--- src/rtl/hazard_scoreboard.sv ---
// ---------------------------------------------------------------------------
// hazard_scoreboard
//
// Stall/forward controller that sits beside the decode (D) stage of the
// pipelined MIPS core. It keeps one registered record {addr, tnew} per
// post-decode stage (1 = E, 2 = M, 3 = W). From those records it derives,
// for each D-stage source register, whether D must stall and which stage
// result (if any) to forward. It also owns the HI/LO multiply/divide busy
// counter, so mult/div/mfhi/mflo/mthi/mtlo hazards are resolved here too.
//
// Stall contract: stall is combinational from the current records, the md
// counter and the D-stage inputs. While stall is high the core holds PC and
// F/D and this block inserts a bubble into record 1. flush alone has the same
// effect on record 1 (the D instruction is killed), but does not raise stall.
//
// Ports
//   clk, reset                 clock (rising edge), async active-high reset
//   d_rs, d_rt                 D-stage source addresses
//   d_rs_use, d_rt_use         source is actually read
//   d_tuse_rs, d_tuse_rt       cycles after D until the source value is needed
//   d_dst, d_tnew              D-stage destination (0 = none) and its tnew
//   d_md_access                D instruction touches the HI/LO unit
//   e_md_start, e_md_is_div    mult/div issuing in E this cycle, and its kind
//   flush                      kill the D instruction
//   stall                      hold PC and F/D, bubble into E
//   fwd_sel_rs, fwd_sel_rt     0 = register file, k = stage k result
//   md_busy                    HI/LO unit busy
// ---------------------------------------------------------------------------
module hazard_scoreboard #(
  parameter  int STAGES     = 3,
  parameter  int AW         = 5,
  parameter  int TW         = 2,
  parameter  int MUL_CYCLES = 5,
  parameter  int DIV_CYCLES = 10,
  localparam int SW         = $clog2(STAGES + 1),
  localparam int MAXC       = (MUL_CYCLES > DIV_CYCLES) ? MUL_CYCLES : DIV_CYCLES,
  localparam int CW         = $clog2(MAXC + 1)
) (
  input  logic          clk,
  input  logic          reset,
  input  logic [AW-1:0] d_rs,
  input  logic [AW-1:0] d_rt,
  input  logic          d_rs_use,
  input  logic          d_rt_use,
  input  logic [TW-1:0] d_tuse_rs,
  input  logic [TW-1:0] d_tuse_rt,
  input  logic [AW-1:0] d_dst,
  input  logic [TW-1:0] d_tnew,
  input  logic          d_md_access,
  input  logic          e_md_start,
  input  logic          e_md_is_div,
  input  logic          flush,
  output logic          stall,
  output logic [SW-1:0] fwd_sel_rs,
  output logic [SW-1:0] fwd_sel_rt,
  output logic          md_busy
);

  // Per-stage in-flight write records; index 1 is the youngest (E).
  logic [AW-1:0] addr_q [1:STAGES];
  logic [TW-1:0] tnew_q [1:STAGES];
  logic [AW-1:0] addr_d [1:STAGES];
  logic [TW-1:0] tnew_d [1:STAGES];

  logic [CW-1:0] cnt_q, cnt_d;

  // Youngest-match lookup results per source.
  logic          rs_hit, rt_hit;
  logic [SW-1:0] rs_k, rt_k;
  logic [TW-1:0] rs_tnew, rt_tnew;

  logic data_stall_rs, data_stall_rt, md_stall;

  // Scan from the oldest stage towards the youngest so that the last hit
  // written is the smallest k: older writers of the same register are
  // shadowed by younger ones. Bubbles carry addr 0, and source 0 is
  // excluded, so address 0 can never match.
  always_comb begin
    rs_hit  = 1'b0;
    rs_k    = '0;
    rs_tnew = '0;
    rt_hit  = 1'b0;
    rt_k    = '0;
    rt_tnew = '0;
    for (int k = STAGES; k >= 1; k--) begin
      if (d_rs_use && (d_rs != '0) && (addr_q[k] == d_rs)) begin
        rs_hit  = 1'b1;
        rs_k    = SW'(k);
        rs_tnew = tnew_q[k];
      end
      if (d_rt_use && (d_rt != '0) && (addr_q[k] == d_rt)) begin
        rt_hit  = 1'b1;
        rt_k    = SW'(k);
        rt_tnew = tnew_q[k];
      end
    end
  end

  // A matched producer that is not ready yet but will be ready before the
  // consumer needs it neither stalls nor forwards now; a later stage
  // resolves it.
  always_comb begin
    data_stall_rs = rs_hit && (rs_tnew > d_tuse_rs);
    data_stall_rt = rt_hit && (rt_tnew > d_tuse_rt);
    fwd_sel_rs    = (rs_hit && (rs_tnew == '0)) ? rs_k : '0;
    fwd_sel_rt    = (rt_hit && (rt_tnew == '0)) ? rt_k : '0;
  end

  // A start in E this very cycle already occupies the unit even though the
  // counter only loads on the next edge.
  always_comb begin
    md_busy  = (cnt_q != '0);
    md_stall = d_md_access && (md_busy || e_md_start);
    stall    = data_stall_rs || data_stall_rt || md_stall;
  end

  // Record pipeline: stall or flush turns the E entry into a bubble;
  // older stages age their tnew with a saturating decrement.
  always_comb begin
    for (int k = 1; k <= STAGES; k++) begin
      addr_d[k] = '0;
      tnew_d[k] = '0;
    end
    if (!(stall || flush)) begin
      addr_d[1] = d_dst;
      tnew_d[1] = d_tnew;
    end
    for (int k = 2; k <= STAGES; k++) begin
      addr_d[k] = addr_q[k-1];
      tnew_d[k] = (tnew_q[k-1] != '0) ? (tnew_q[k-1] - 1'b1) : '0;
    end
  end

  // MD counter: a start is only accepted when idle; a start while busy is
  // dropped rather than reloading the count.
  always_comb begin
    cnt_d = cnt_q;
    if (e_md_start && (cnt_q == '0)) begin
      cnt_d = e_md_is_div ? CW'(DIV_CYCLES) : CW'(MUL_CYCLES);
    end else if (cnt_q != '0) begin
      cnt_d = cnt_q - 1'b1;
    end
  end

  always_ff @(posedge clk or posedge reset) begin
    if (reset) begin
      for (int k = 1; k <= STAGES; k++) begin
        addr_q[k] <= '0;
        tnew_q[k] <= '0;
      end
      cnt_q <= '0;
    end else begin
      for (int k = 1; k <= STAGES; k++) begin
        addr_q[k] <= addr_d[k];
        tnew_q[k] <= tnew_d[k];
      end
      cnt_q <= cnt_d;
    end
  end

endmodule

--- config.mk ---
export PLATFORM = sky130hd
export DESIGN_NAME = hazard_scoreboard
export DESIGN_NICKNAME = d
export VERILOG_FILES = /design/src/rtl/hazard_scoreboard.sv
export SDC_FILE = /design/constraint.sdc
export NUM_CORES = 1
export LEC_CHECK = 0
export ABC_AREA = 1
export CAP_MARGIN = 20
export CORE_MARGIN = 2
export CORE_UTILIZATION = 40
export CTS_BUF_LIST = sky130_fd_sc_hd__clkbuf_4
export CTS_CLUSTER_DIAMETER = 50
export DETAILED_ROUTE_END_ITERATION = 16
export PLACE_DENSITY_LB_ADDON = 0.12
export SLEW_MARGIN = 20
export SYNTH_ARGS = -nofsm -noshare
export SYNTH_HDL_FRONTEND = slang
export SYNTH_SLANG_ARGS = --single-unit
export TNS_END_PERCENT = 20
--- constraint.sdc ---
create_clock -name clk -period 3.15 [get_ports clk]
set_input_delay 0.63 -clock clk [delete_from_list [all_inputs] [get_ports clk]]
set_output_delay 0.63 -clock clk [all_outputs]
set_load 0.005 [all_outputs]
* After elaboration in Yosys (flattened, before gate mapping) *
Cells that the tools add are included.

word-level totals
  RAM bits = 0
  bits in registers = 25
  memories = 0
  input port bits = 29
  bits in read-only memories = 0
  bits in latches = 0

operators by class
  eq/ne operators = 6
  shift operators = 0
  muxes and demuxes = 27
  $mul = 0
  reduce and logical (&&, ||, !) cells = 27
  bitwise operators = 0
  order comparisons = 2
  add/sub/neg operators = 3
  divide/modulo/power cells = 0

operators with widths
  kind                   number
  $mux W2                17
  $eq A5 B5 Y1           6
  $logic_and A1 B1 Y1    14
  $mux W4                3
  $reduce_bool A5 Y1     2
  $mux W1                6
  $reduce_bool A2 Y1     3
  $mux W5                1
  $gt A2 B2 Y1           2
  $logic_not A2 Y1       2
  $logic_not A4 Y1       1
  $logic_or A1 B1 Y1     4
  $reduce_bool A4 Y1     1
  $sub A2 B1 Y2 const B  2
  $sub A4 B1 Y4 const B  1

* Depth between registers and ports, before layout *
  word-level depth = 12
  depth in mapped cells = 18

* Least setup slack after synthesis *
OpenSTA, ideal clock, no wires.

  path type = input -> output
  from = in d_rt[4]
  to = out stall
  arrival = 2.091 ns
  path slack = 0.429 ns
  stages = 13
  required time = 2.520 ns
  cell sequence = buf_4 > xor2_1 > nor2_1 > nand3_2 > nand4_1 > nand2_1 > nand2_1 > inv_1 > ha_1 > a21oi_1 > a21oi_1 > nand2_2 > nand3_1

on the way
  word-level cells in the longest chain between the ends = 10
  elaborated cells between the ends (all ways) = 18
  classes of those cells = order compare (1); eq/ne (3); mux (6); reduce/logical (8)

RTL lines
  what                                 line  RTL
  from (decl)                          42    input logic [AW-1:0] d_rt,
  $reduce_bool A5 Y1                   91    if (d_rt_use && (d_rt != '0) && (addr_q[k] == d_rt)) begin
  $logic_and A1 B1 Y1 (2 in a row)     91
  $mux W2 (3 in a row)                 91
  $gt A2 B2 Y1                         104   data_stall_rt = rt_hit && (rt_tnew > d_tuse_rt);
  $logic_and A1 B1 Y1 (*)              104
  $logic_or A1 B1 Y1 (*) (2 in a row)  114   stall = data_stall_rs || data_stall_rt || md_stall;
  to (decl)                            53    output logic stall,

Every way passes the cells marked *; elsewhere a longest branch is shown, timed or not.

* Final worst setup path *
  from = in d_rs[4]
  to = out stall

on the way
  word-level cells in the longest chain between the ends = 10
  elaborated cells between the ends (all ways) = 18
  classes of those cells = order compare (1); eq/ne (3); mux (6); reduce/logical (8)

RTL lines
  what                                 line  RTL
  from (decl)                          41    input logic [AW-1:0] d_rs,
  $reduce_bool A5 Y1                   86    if (d_rs_use && (d_rs != '0) && (addr_q[k] == d_rs)) begin
  $logic_and A1 B1 Y1 (2 in a row)     86
  $mux W2 (3 in a row)                 86
  $gt A2 B2 Y1                         103   data_stall_rs = rs_hit && (rs_tnew > d_tuse_rs);
  $logic_and A1 B1 Y1 (*)              103
  $logic_or A1 B1 Y1 (*) (2 in a row)  114

Marked as above.

==> impl_metrics.ini <==
[status]
status = complete, no violations

[setup_path]
critPathLaunchType = input pin
crit_end = stall
path_depth = 13
critPathMaxFanout = 4
r2r_slack_ns = 0.94
cpMostUsedCell = nand2_2
r2r_start = addr_d[1]
crit_path_max_incr_delay_ns = 0.29
cp_slowest_cell = dlygate4sd2_1
rr_endpoint = addr_d[9]
worstPathArrival_ns = 2.45
cp-end-kind = output pin
path_cells = dlygate4sd2_1 > xor2_1 > or2_0 > nor2_2 > buf_4 > nand4_1 > nand2_1 > nand2_2 > ha_1 > a21oi_2 > nand2_2 > nand3_1 > buf_2
critPathKind = input pin to output pin
cp.required_ns = 2.52
critPathTopFamily = simple AND/OR/NAND/NOR gates
path_buf_inv = 3
crit_start = d_rs[4]
r2r_cells = 19

[timing]
fmax_mhz = 325.2
finalSetupViolCount = 0
rsz0062_at_grt = true
slew_viol_final = 0
max_slew_margin_pct = 70.28
hold_slack_ns = 0.4534
clock_skew_ns = 0.002790
tightest_slew_ns = 0.4411
hold_violations = 0
finalCritPeriodShare_pct = 97.63
min_period_ns = 3.075

[synthesis]
netlist-cell-type-count = 22
synthArstFlopShare_pct = 100.0
synth_area_leaders = dfrtp_1 34%, nand2_1 15%, inv_1 11%
ys_warn_count = 0
synth_adder_area_share_pct = 4.110
synth_common_cells = 73 x nand2_1, 54 x inv_1, 32 x nor2_1
synth_top_area_share_pct = 34.25
synth_edf_count = 0
synth_top_family_by_area = simple AND/OR/NAND/NOR gates
synthMuxAreaShare_pct = 0
yosysTopAreaCell = dfrtp_1
synth-seq-area-share_pct = 34.25
netlist_area_um2 = 1827
synth.most_common_cell = nand2_1
syn_nets = 301
synth-xor-area-share_pct = 10.55
synth_compound_area_share_pct = 3.288
ys_ff_latch = 25
yosys_most_used_dff = dfrtp_1
synthCells = 266
synth_simple_gate_area_share_pct = 35.07
avgSynthCellArea_um2 = 6.867

[flow_run]
max-cap-violations = 0

[routing]
drt-pass1-iter-count = 4
antenna_left = 0
vias = 1658
vias_per_cell = 4.433
routedWlPerCell_um = 10.34
drcViolationCount = 0
initialDrtViolationCount = 50
wl_um = 3868

[floorplanning]
core-area_um2 = 4384
dieArea_um2 = 5124
start_util_pct = 41.67
die_w_um = 71.58
die_h_um = 71.58
ios = 35
rows = 24

[cts]
htree_levels = 1
clkLatencyLatePin_ns = 0.32
cts_tree = done
cts_sinks = 25
clk_pin_slew_ns = 0.13
numCtsBuffers = 3
hold_buffers = 0
root_buffer = clkbuf_4
cts_max_path_buffers = 2

[pwr]
leakagePower_nw = 1.391
max-vdd-ir-drop_v = 0.0003510
powerDensity_nw_per_um2 = 353.9
p_total_uw = 850.2

[global_route]
grt_pass1_wl_um = 6513
grt_overflow = 0
first_global_vias = 1570
grt_start_max_net_pins = 26
antenna_found_initial = 0
grt_usage_pct = 16.14

[cells_and_area]
antennaDiodeCount = 0
fin_nets = 358
drive_gt1_share_pct = 18.32
fin_cells = 374
nFillCells = 449
area_growth_pct = 31.51
final_area_um2 = 2402
utilization_pct = 54.79

[placed_design]
gp_congestion = 0.7848
placement.io_buffers = 34
dp_hpwl_um = 3203
placed_area_um2 = 2349
dp_cells = 368

[worst_hold_path]
worst_hold_path_type = flop to flop
power by group:
group / switching, mW / internal [mW]
registers: 0.0310 / 0.364
logic: 0.162 / 0.143
clock network: 0.0920 / 0.0582
total: 0.285 / 0.566
cell type report:
| type | instances | area [µm²] | share of cell area, % |
|---|---|---|---|
| Clock buffer | 4 | 30.03 | 1.250 |
| Timing Repair Buffer | 54 | 452.9 | 18.85 |
| Multi-Input combinational cell | 182 | 1012 | 42.14 |
| Tap cell | 52 | 65.06 | 2.708 |
| Sequential cell | 25 | 625.6 | 26.04 |
| Inverter | 57 | 216.5 | 9.010 |
placed cells by master (no fill, tap or decap), types with 7 or more instances in the layout:
cell type	netlist	routed
nor2_2	2	7
nand4_1	8	8
inv_1	54	52
buf_4	1	20
clkbuf_2	0	7
clkdlybuf4s50_1	0	21
xor2_1	17	17
nand2_1	73	72
dfrtp_1	25	25
nor2_1	32	27
nand3_1	15	15
timing repair:
item                                    4_1_cts  5_1_grt
gates cloned                                  0        0
endpoints found under the setup margin        5        5
pin swaps                                     7        6
gates resized for setup                      20       25
setup buffers                                 2        0
stage by stage:
step / setup TNS [ns] / setup WS, ns
6_report: 0 / 0.07475
3_5_place_dp: -1.445 / -0.6476
3_3_place_gp: -1.429 / -0.6263
5_1_grt: -0.08819 / -0.08819
2_1_floorplan: 0 / 0.4291
4_1_cts: 0 / 0.02248
flip-flops by register name, summed over array words and instances, names as in the netlist:
| register | flops |
|---|---|
| addr_d | 10 |
| addr_q | 5 |
| cnt_q | 4 |
| tnew_q | 6 |
layer usage:
| metal | vias up | share of wire [%] | global-route usage [%] |
|---|---|---|---|
| met1 | 716 | 50 | 22.20 |
| met2 | 26 | 46 | 26.65 |
| li1 | 912 | - | - |
| met4 | 0 | 0.93 | 5.241 |
| met5 | - | 0 | 0 |
| met3 | 4 | 3.2 | 1.828 |
how the worst min path moves through the flow:
stage	startpoint	end	slack, ns	cells after the start
floorplan	addr_d[0]	addr_q[0]	0.39	0
global route	addr_d[1]	addr_q[1]	0.46	0
finish	addr_d[1]	addr_q[1]	0.45	0
global placement	addr_d[0]	addr_q[0]	0.42	0
CTS	addr_d[1]	addr_q[1]	0.45	0
detailed placement	addr_d[1]	addr_q[1]	0.42	0
worst register-to-register path, cell delays in order (launching register included):
cell and delay (ns):
dfrtp_1 0.43, inv_1 0.09, nand2_1 0.05, nand2_1 0.05
nand2_1 0.06, nor2_2 0.15, buf_4 0.13, nand4_1 0.06
nand2_1 0.06, inv_1 0.04, nand2_1 0.04, nand2_1 0.07
inv_1 0.06, ha_1 0.23, a21oi_2 0.14, a21oi_1 0.05
nand2_2 0.07, buf_4 0.11, nand4_4 0.14, nor2_1 0.12
cells by family after synthesis:
family                   count (synthesis)
AO/OA/AOI/OAI                           11
AND/OR/NAND/NOR                        143
XOR/XNOR                                22
flip-flops                              25
adder cells (fa/ha/maj)                  6
buffers and inverters                   59
Note: power is estimated with default switching activity, not from simulation.
